File: config.mk
export PLATFORM = sky130hd
export DESIGN_NAME = gf180mcu_sram64x8_ctrl_flat
export DESIGN_NICKNAME = d
export VERILOG_FILES = /design/src/rtl/gf180mcu_sram64x8_ctrl_if.sv /design/src/rtl/gf180mcu_sram64x8_ctrl.sv /design/src/flat_wrapper.sv
export SDC_FILE = /design/constraint.sdc
export NUM_CORES = 1
export LEC_CHECK = 0
export BUFFER_PORTS_ARGS = -buffer_cell sky130_fd_sc_hd__buf_2
export CORE_MARGIN = 2
export CORE_UTILIZATION = 35
export DETAILED_ROUTE_END_ITERATION = 12
export GPL_TIMING_DRIVEN = 0
export SLEW_MARGIN = 20
export SYNTH_ARGS = -nofsm -noshare
export SYNTH_HDL_FRONTEND = slang
export SYNTH_SLANG_ARGS = --single-unit
File: constraint.sdc
create_clock -name clk_i -period 1.8 [get_ports clk_i]
set_input_delay 0.36 -clock clk_i [delete_from_list [all_inputs] [get_ports clk_i]]
set_output_delay 0.36 -clock clk_i [all_outputs]
set_load 0.01 [all_outputs]
File: src/rtl/gf180mcu_sram64x8_ctrl_if.sv
// Request/response port of the gf180mcu 64x8 SRAM controller.
// The master issues requests and the slave (controller) answers reads with a strobe.
interface gf180mcu_sram64x8_ctrl_if;
   logic       req_valid;
   logic       req_ready;
   logic       req_write;
   logic [5:0] req_addr;
   logic [7:0] req_wdata;
   logic [7:0] req_wmask;
   logic       rsp_valid;
   logic [7:0] rsp_rdata;

   modport master (
      output req_valid, req_write, req_addr, req_wdata, req_wmask,
      input  req_ready, rsp_valid, rsp_rdata
   );

   modport slave (
      input  req_valid, req_write, req_addr, req_wdata, req_wmask,
      output req_ready, rsp_valid, rsp_rdata
   );
endinterface

File: src/rtl/gf180mcu_sram64x8_ctrl.sv
// Controller for the gf180mcu_fd_ip_sram__sram64x8m8wm1 macro: power-up CEN sequencing,
// optional zero-fill, then one registered macro cycle per accepted request.
module gf180mcu_sram64x8_ctrl #(
   parameter int unsigned INIT_CYCLES   = 4,
   parameter bit          CLEAR_ON_INIT = 1'b1
) (
   input  logic                           clk_i,
   input  logic                           rst_ni,
   gf180mcu_sram64x8_ctrl_if.slave        req,
   output logic                           init_done_o,
   output logic                           sram_cen_o,
   output logic                           sram_gwen_o,
   output logic [7:0]                     sram_wen_o,
   output logic [5:0]                     sram_a_o,
   output logic [7:0]                     sram_d_o,
   input  logic [7:0]                     sram_q_i
);

   localparam int unsigned CW = (INIT_CYCLES > 1) ? $clog2(INIT_CYCLES) : 1;
   localparam logic [CW-1:0] LAST = CW'(INIT_CYCLES - 1);

   typedef enum logic [1:0] {INIT, CLEAR, IDLE, WAIT} state_e;

   state_e        state_q, state_d;
   logic [CW-1:0] cnt_q, cnt_d;
   logic [6:0]    clr_q, clr_d;
   logic          ready_q, ready_d;
   logic          done_q, done_d;
   logic          cen_q, cen_d;
   logic          gwen_q, gwen_d;
   logic [7:0]    wen_q, wen_d;
   logic [5:0]    a_q, a_d;
   logic [7:0]    d_q, d_d;
   logic [1:0]    pend_q, pend_d;
   logic          rvalid_q, rvalid_d;
   logic [7:0]    rdata_q, rdata_d;

   // Pins default to deselected every cycle so each access lasts exactly one macro edge.
   // Read data is captured two edges after acceptance, once the macro falling edge has
   // produced Q; the intervening deselected cycle keeps Q stable for the capture.
   always_comb begin
      state_d  = state_q;
      cnt_d    = cnt_q;
      clr_d    = clr_q;
      ready_d  = 1'b0;
      done_d   = done_q;
      cen_d    = 1'b1;
      gwen_d   = 1'b1;
      wen_d    = 8'hFF;
      a_d      = a_q;
      d_d      = d_q;
      pend_d   = {pend_q[0], 1'b0};
      rvalid_d = pend_q[1];
      rdata_d  = pend_q[1] ? sram_q_i : rdata_q;

      unique case (state_q)
         INIT: begin
            if (cnt_q == LAST) begin
               cnt_d = '0;
               if (CLEAR_ON_INIT) begin
                  state_d = CLEAR;
               end else begin
                  state_d = IDLE;
                  done_d  = 1'b1;
                  ready_d = 1'b1;
               end
            end else begin
               cnt_d = cnt_q + CW'(1);
            end
         end
         CLEAR: begin
            if (clr_q[6]) begin
               state_d = IDLE;
               done_d  = 1'b1;
               ready_d = 1'b1;
               clr_d   = '0;
            end else begin
               cen_d  = 1'b0;
               gwen_d = 1'b0;
               wen_d  = 8'h00;
               a_d    = clr_q[5:0];
               d_d    = 8'h00;
               clr_d  = clr_q + 7'd1;
            end
         end
         IDLE: begin
            ready_d = 1'b1;
            if (req.req_valid && ready_q) begin
               // A fully masked write is accepted but never reaches the macro.
               ready_d   = 1'b0;
               state_d   = WAIT;
               a_d       = req.req_addr;
               d_d       = req.req_wdata;
               wen_d     = ~req.req_wmask;
               gwen_d    = ~req.req_write;
               cen_d     = req.req_write && (req.req_wmask == 8'h00);
               pend_d[0] = ~req.req_write;
            end
         end
         WAIT: begin
            ready_d = 1'b1;
            state_d = IDLE;
         end
         default: state_d = INIT;
      endcase
   end

   always_ff @(posedge clk_i) begin
      if (!rst_ni) begin
         state_q  <= INIT;
         cnt_q    <= '0;
         clr_q    <= '0;
         ready_q  <= 1'b0;
         done_q   <= 1'b0;
         cen_q    <= 1'b1;
         gwen_q   <= 1'b1;
         wen_q    <= 8'hFF;
         a_q      <= 6'd0;
         d_q      <= 8'h00;
         pend_q   <= 2'b00;
         rvalid_q <= 1'b0;
         rdata_q  <= 8'h00;
      end else begin
         state_q  <= state_d;
         cnt_q    <= cnt_d;
         clr_q    <= clr_d;
         ready_q  <= ready_d;
         done_q   <= done_d;
         cen_q    <= cen_d;
         gwen_q   <= gwen_d;
         wen_q    <= wen_d;
         a_q      <= a_d;
         d_q      <= d_d;
         pend_q   <= pend_d;
         rvalid_q <= rvalid_d;
         rdata_q  <= rdata_d;
      end
   end

   assign req.req_ready = ready_q;
   assign req.rsp_valid = rvalid_q;
   assign req.rsp_rdata = rdata_q;
   assign init_done_o   = done_q;
   assign sram_cen_o    = cen_q;
   assign sram_gwen_o   = gwen_q;
   assign sram_wen_o    = wen_q;
   assign sram_a_o      = a_q;
   assign sram_d_o      = d_q;

endmodule

File: src/flat_wrapper.sv
// flat-port wrapper written by rule: the top's interface ports become plain ports
module gf180mcu_sram64x8_ctrl_flat 
#(
   parameter int unsigned INIT_CYCLES   = 4,
   parameter bit          CLEAR_ON_INIT = 1'b1
)
  (clk_i, rst_ni, init_done_o, sram_cen_o, sram_gwen_o, sram_wen_o, sram_a_o, sram_d_o, sram_q_i, req_req_valid, req_req_write, req_req_addr, req_req_wdata, req_req_wmask, req_req_ready, req_rsp_valid, req_rsp_rdata);
  gf180mcu_sram64x8_ctrl_if req_i ();
  input  logic clk_i;
  input  logic rst_ni;
  output logic init_done_o;
  output logic sram_cen_o;
  output logic sram_gwen_o;
  output logic [7:0] sram_wen_o;
  output logic [5:0] sram_a_o;
  output logic [7:0] sram_d_o;
  input  logic [7:0] sram_q_i;
  input wire logic [$bits(req_i.req_valid)-1:0] req_req_valid;
  input wire logic [$bits(req_i.req_write)-1:0] req_req_write;
  input wire logic [$bits(req_i.req_addr)-1:0] req_req_addr;
  input wire logic [$bits(req_i.req_wdata)-1:0] req_req_wdata;
  input wire logic [$bits(req_i.req_wmask)-1:0] req_req_wmask;
  output wire logic [$bits(req_i.req_ready)-1:0] req_req_ready;
  output wire logic [$bits(req_i.rsp_valid)-1:0] req_rsp_valid;
  output wire logic [$bits(req_i.rsp_rdata)-1:0] req_rsp_rdata;
  assign req_i.req_valid = req_req_valid;
  assign req_i.req_write = req_req_write;
  assign req_i.req_addr = req_req_addr;
  assign req_i.req_wdata = req_req_wdata;
  assign req_i.req_wmask = req_req_wmask;
  assign req_req_ready = req_i.req_ready;
  assign req_rsp_valid = req_i.rsp_valid;
  assign req_rsp_rdata = req_i.rsp_rdata;
  gf180mcu_sram64x8_ctrl #(.INIT_CYCLES(INIT_CYCLES), .CLEAR_ON_INIT(CLEAR_ON_INIT)) u_core (.clk_i(clk_i), .rst_ni(rst_ni), .req(req_i), .init_done_o(init_done_o), .sram_cen_o(sram_cen_o), .sram_gwen_o(sram_gwen_o), .sram_wen_o(sram_wen_o), .sram_a_o(sram_a_o), .sram_d_o(sram_d_o), .sram_q_i(sram_q_i));
endmodule
==> metrics list <==
- Share of the core filled with cells: 0.465
- Buffer levels on the longest clock path: 2
- Crit end category: register
- The most used flip-flop cell after synthesis is dfxtp_1.
- Startpoint class of the critical path: register
* Depth of the worst register-to-register path: 8
* Worst rel slew slack: 0.645
- Hold crit path type: input pin to register
- After the flow finishes, the layout carries non-filler instances totaling 342.
- Number of I/O pins: 69
* Number of rows in the core area: 27
- Horizontal extent of the die: 79.5 um
- The startpoint identified for the worst hold timing path is req_req_wmask[7].
- Number of instances in the placed design: 335
- After technology mapping, the gate count stands at 195.
- Overall power consumption after layout is estimated at 3.34 mW.
- Sequential fraction of design power: 0.409
- Outcome: completed
- Switching share of power: 0.307
* Hold Path Cell Cnt: 2
- The critical path in this run is classified as register to register.
- Switching Power: 1.03 mW
* Net count of the mapped netlist: 235
- Level count of the clock H-tree: 2
- Static leakage: 1.13 nW
- Final Net Count: 310
* Via count of the first global-routing pass: 1,442
- Number of flops mapped to enable cells by yosys: 0
* Worst Hold Slack: 0.234 ns
* Final critical-path share of the clock period: 0.938
* Start point of the critical path: u_core.state_q[0]
* Placeable core region: 0.00551 mm^2
- Most used standard cells in the synthesized netlist: dfxtp_1, mux2i_1, nand3_1, nor2b_1, nand2_1
- CTS tree: done
* Hold Buf Count CTS: 0
* Count leader, synth: dfxtp_1
- Worst setup slack after placement: 0.0615 ns
- The share of total power dissipated in combinational logic is 0.326.
* Synthesis-to-layout area growth: 28.4%
- Worst VDD drop: 0.000545 V
- Sequential cell area in the final layout: 961 um^2
* Initial detailed-routing violation count: 28
* Share of cells above drive strength 1: 0.374
* Total global routing track utilization: 0.133
- The synthesized netlist occupies a cell area of 0.00199 mm^2.
- Yosys warns: 0
- Data on the critical path arrives at its endpoint at 1.88 ns.
- Setup violations remaining at the end of the flow were counted as 0.
* Antenna cell count: 0
- Of all flip-flops after synthesis, the portion carrying an async set or reset was 0.
- Time the worst path needs with I/O delays and setup: 1.69 ns
- The multi-input combinational cells in the finished layout cover a total of 938 um^2.
- Synthesis instantiated 40 different standard cells from the library.
- Setup repair after global routing left no endpoint under its margin.
* FF+latch count, synth: 48
* Via-to-Cell Ratio: 4.70
* Antenna violations before repair: 0
* CTS clk-pin slew, worst paths: 0.09 ns
* Final weighted congestion in routability-driven placement: 0.745
* Final-report max-slew violation count: 0
- Of the post-synthesis cell area, the dominant cell type holds 0.482.
- R2r startpoint: u_core.state_q[0]
- Input and output buffers added on the ports amount to 68.
- After detailed routing, the average wire length per cell comes to 12.1 um.
* Top area cells in the synthesized netlist: dfxtp_1, mux2i_1, nor2b_1, nand3_1, o21ai_2
- Counting every sink on the clock net gives 48.
- Largest net degree at the start of global routing: 15
* Fillers: 542
- Post-detailed-placement cell area: 0.00242 mm^2
* Initial cell density of the core: 0.362
- Mean area per synthesized cell: 10.2 um^2
- CTS-repair resized insts: 0
- Power density normalized to cell area: 1300 mW/mm^2
* Final Hold Violating Endpoints: 0
- Critical-path maximum fanout: 10
- Clock tree synthesis inserted a total of 5 buffers.
- Wires add up to 4.12 mm.
- Clock skew on the completed layout was measured at 0.00924 ns.
* # Post-CTS Setup Buffers: 0
* Proportion of synthesized chip area in sequential cells: 0.482
* Worst skew pair latency: 0.29 ns
- dfxtp_1 takes more of the synthesized area than any other cell.
- Summing over every cut layer, the via total after detailed routing is 1,608.
- Data required, critical path: 1.99 ns
* Capture point of the worst reg-to-reg path: u_core.sram_cen_o
- In this run the remaining antenna-violating nets after routing total 0.
* Setup slack of the worst register-to-register path: 0.11 ns
- Measured slew at the worst slew-check pin: 0.532 ns
* First-pass GRT wire length: 6.67 mm
* Die footprint: 0.00631 mm^2
- Internal power consumption: 2.31 mW
- Following the worst setup path forward leads to its endpoint at u_core.sram_cen_o.
- Setup slack closes at 0.111 ns.
- Global routing finished with a remaining overflow of 0.
- The finished cells cover 0.00256 mm^2.
- Height of the die: 79.5 um
- Summed negative setup slack over all endpoints: 0 ns
- The first detailed-routing pass took 4 iterations.
* Root Buffer: clkbuf_8
- Max-cap violations: 0
- Estimated wirelength of the detail-placed design: 3.01 mm
* Power share of the clock group: 0.265
- In the routed design, unresolved DRC markers number 0.
- Maximum frequency from static timing analysis: 0.592 GHz
-- cell families (layout without fill, tap and decap cells) --
kind of cell | Yosys count | count (layout) | synth area share
fa+ha+maj | 6 | 6 | 0.0377
compound gates | 43 | 43 | 0.169
buf+inv | 18 | 93 | 0.0490
flops | 48 | 48 | 0.482
mux | 17 | 17 | 0.0854
simple gates | 63 | 63 | 0.177
-- layout by cell type, fill, tap and decap left out, types with 2 or more instances in the layout --
cell type  netlist  final
buf_2            5     72
dfxtp_1         48     48
nand3_1         17     17
mux2i_1         17     17
nor2b_1         14     14
nand2_1         12     12
o21ai_0         10     10
o21ai_2          9      9
o211a_1          6      6
ha_1             6      6
clkbuf_8         0      5
inv_1            4      4
clkbuf_1         4      4
nor2_1           4      4
and2_1           4      4
buf_6            3      3
a21oi_1          4      3
clkbuf_2         1      2
o21a_1           2      2
a32o_1           2      2
nand2b_1         2      2
a21boi_0         2      2
bufinv_16        0      2
-- sequential cells by signal (all words and copies together), names as in the netlist, 2 cells and up --
signal,flops
u_core.sram_wen_o,8
u_core.pend_q,2
u_core.sram_d_o,8
u_core.clr_q,7
u_core.sram_a_o,6
u_core.cnt_q,2
u_core.req.rsp_rdata,8
u_core.state_q,2
-- critical path: stages, from the launching register on --
cell,delay [ns]
dfxtp_1,0.39
inv_1,0.08
ha_1,0.20
buf_6,0.15
a21bo_4,0.19
and3_4,0.21
and2_4,0.14
buf_6,0.15
o41ai_2,0.08
-- power groups by stage --
stage	clock (mW)	combinational [mW]	sequential, mW
after floorplan	0	0.652	1.48
after global placement	0	1.09	1.39
after CTS	0.912	1.10	1.37
after detailed placement	0	1.09	1.39
after global routing	0.955	1.22	1.39
final	0.885	1.09	1.36
-- cell type report --
type                            count  area share
Sequential cell                    48       0.375
Multi-Input combinational cell    129       0.367
Timing Repair Buffer               68       0.133
Tap cell                           72      0.0352
Buffer                             14      0.0337
Clock buffer                        5      0.0269
Clock inverter                      2      0.0235
Inverter                            4     0.00587
-- metal layers --
metal	GRT usage	share of wire	vias to the layer above
met4	0.0517	0.013	0
met3	0.0305	0.066	6
met5	0	0	-
met2	0.208	0.44	48
li1	-	-	839
met1	0.178	0.48	715
-- worst min-delay path by stage --
stage	slack (ns)	end
detailed placement	0.43	u_core.pend_q[1]
global placement	0.42	u_core.pend_q[1]
finish	0.23	u_core.sram_wen_o[7]
CTS	0.22	u_core.sram_wen_o[7]
global route	0.22	u_core.sram_wen_o[5]
floorplan	0.41	u_core.pend_q[1]
(Power assumes the default switching activity.)
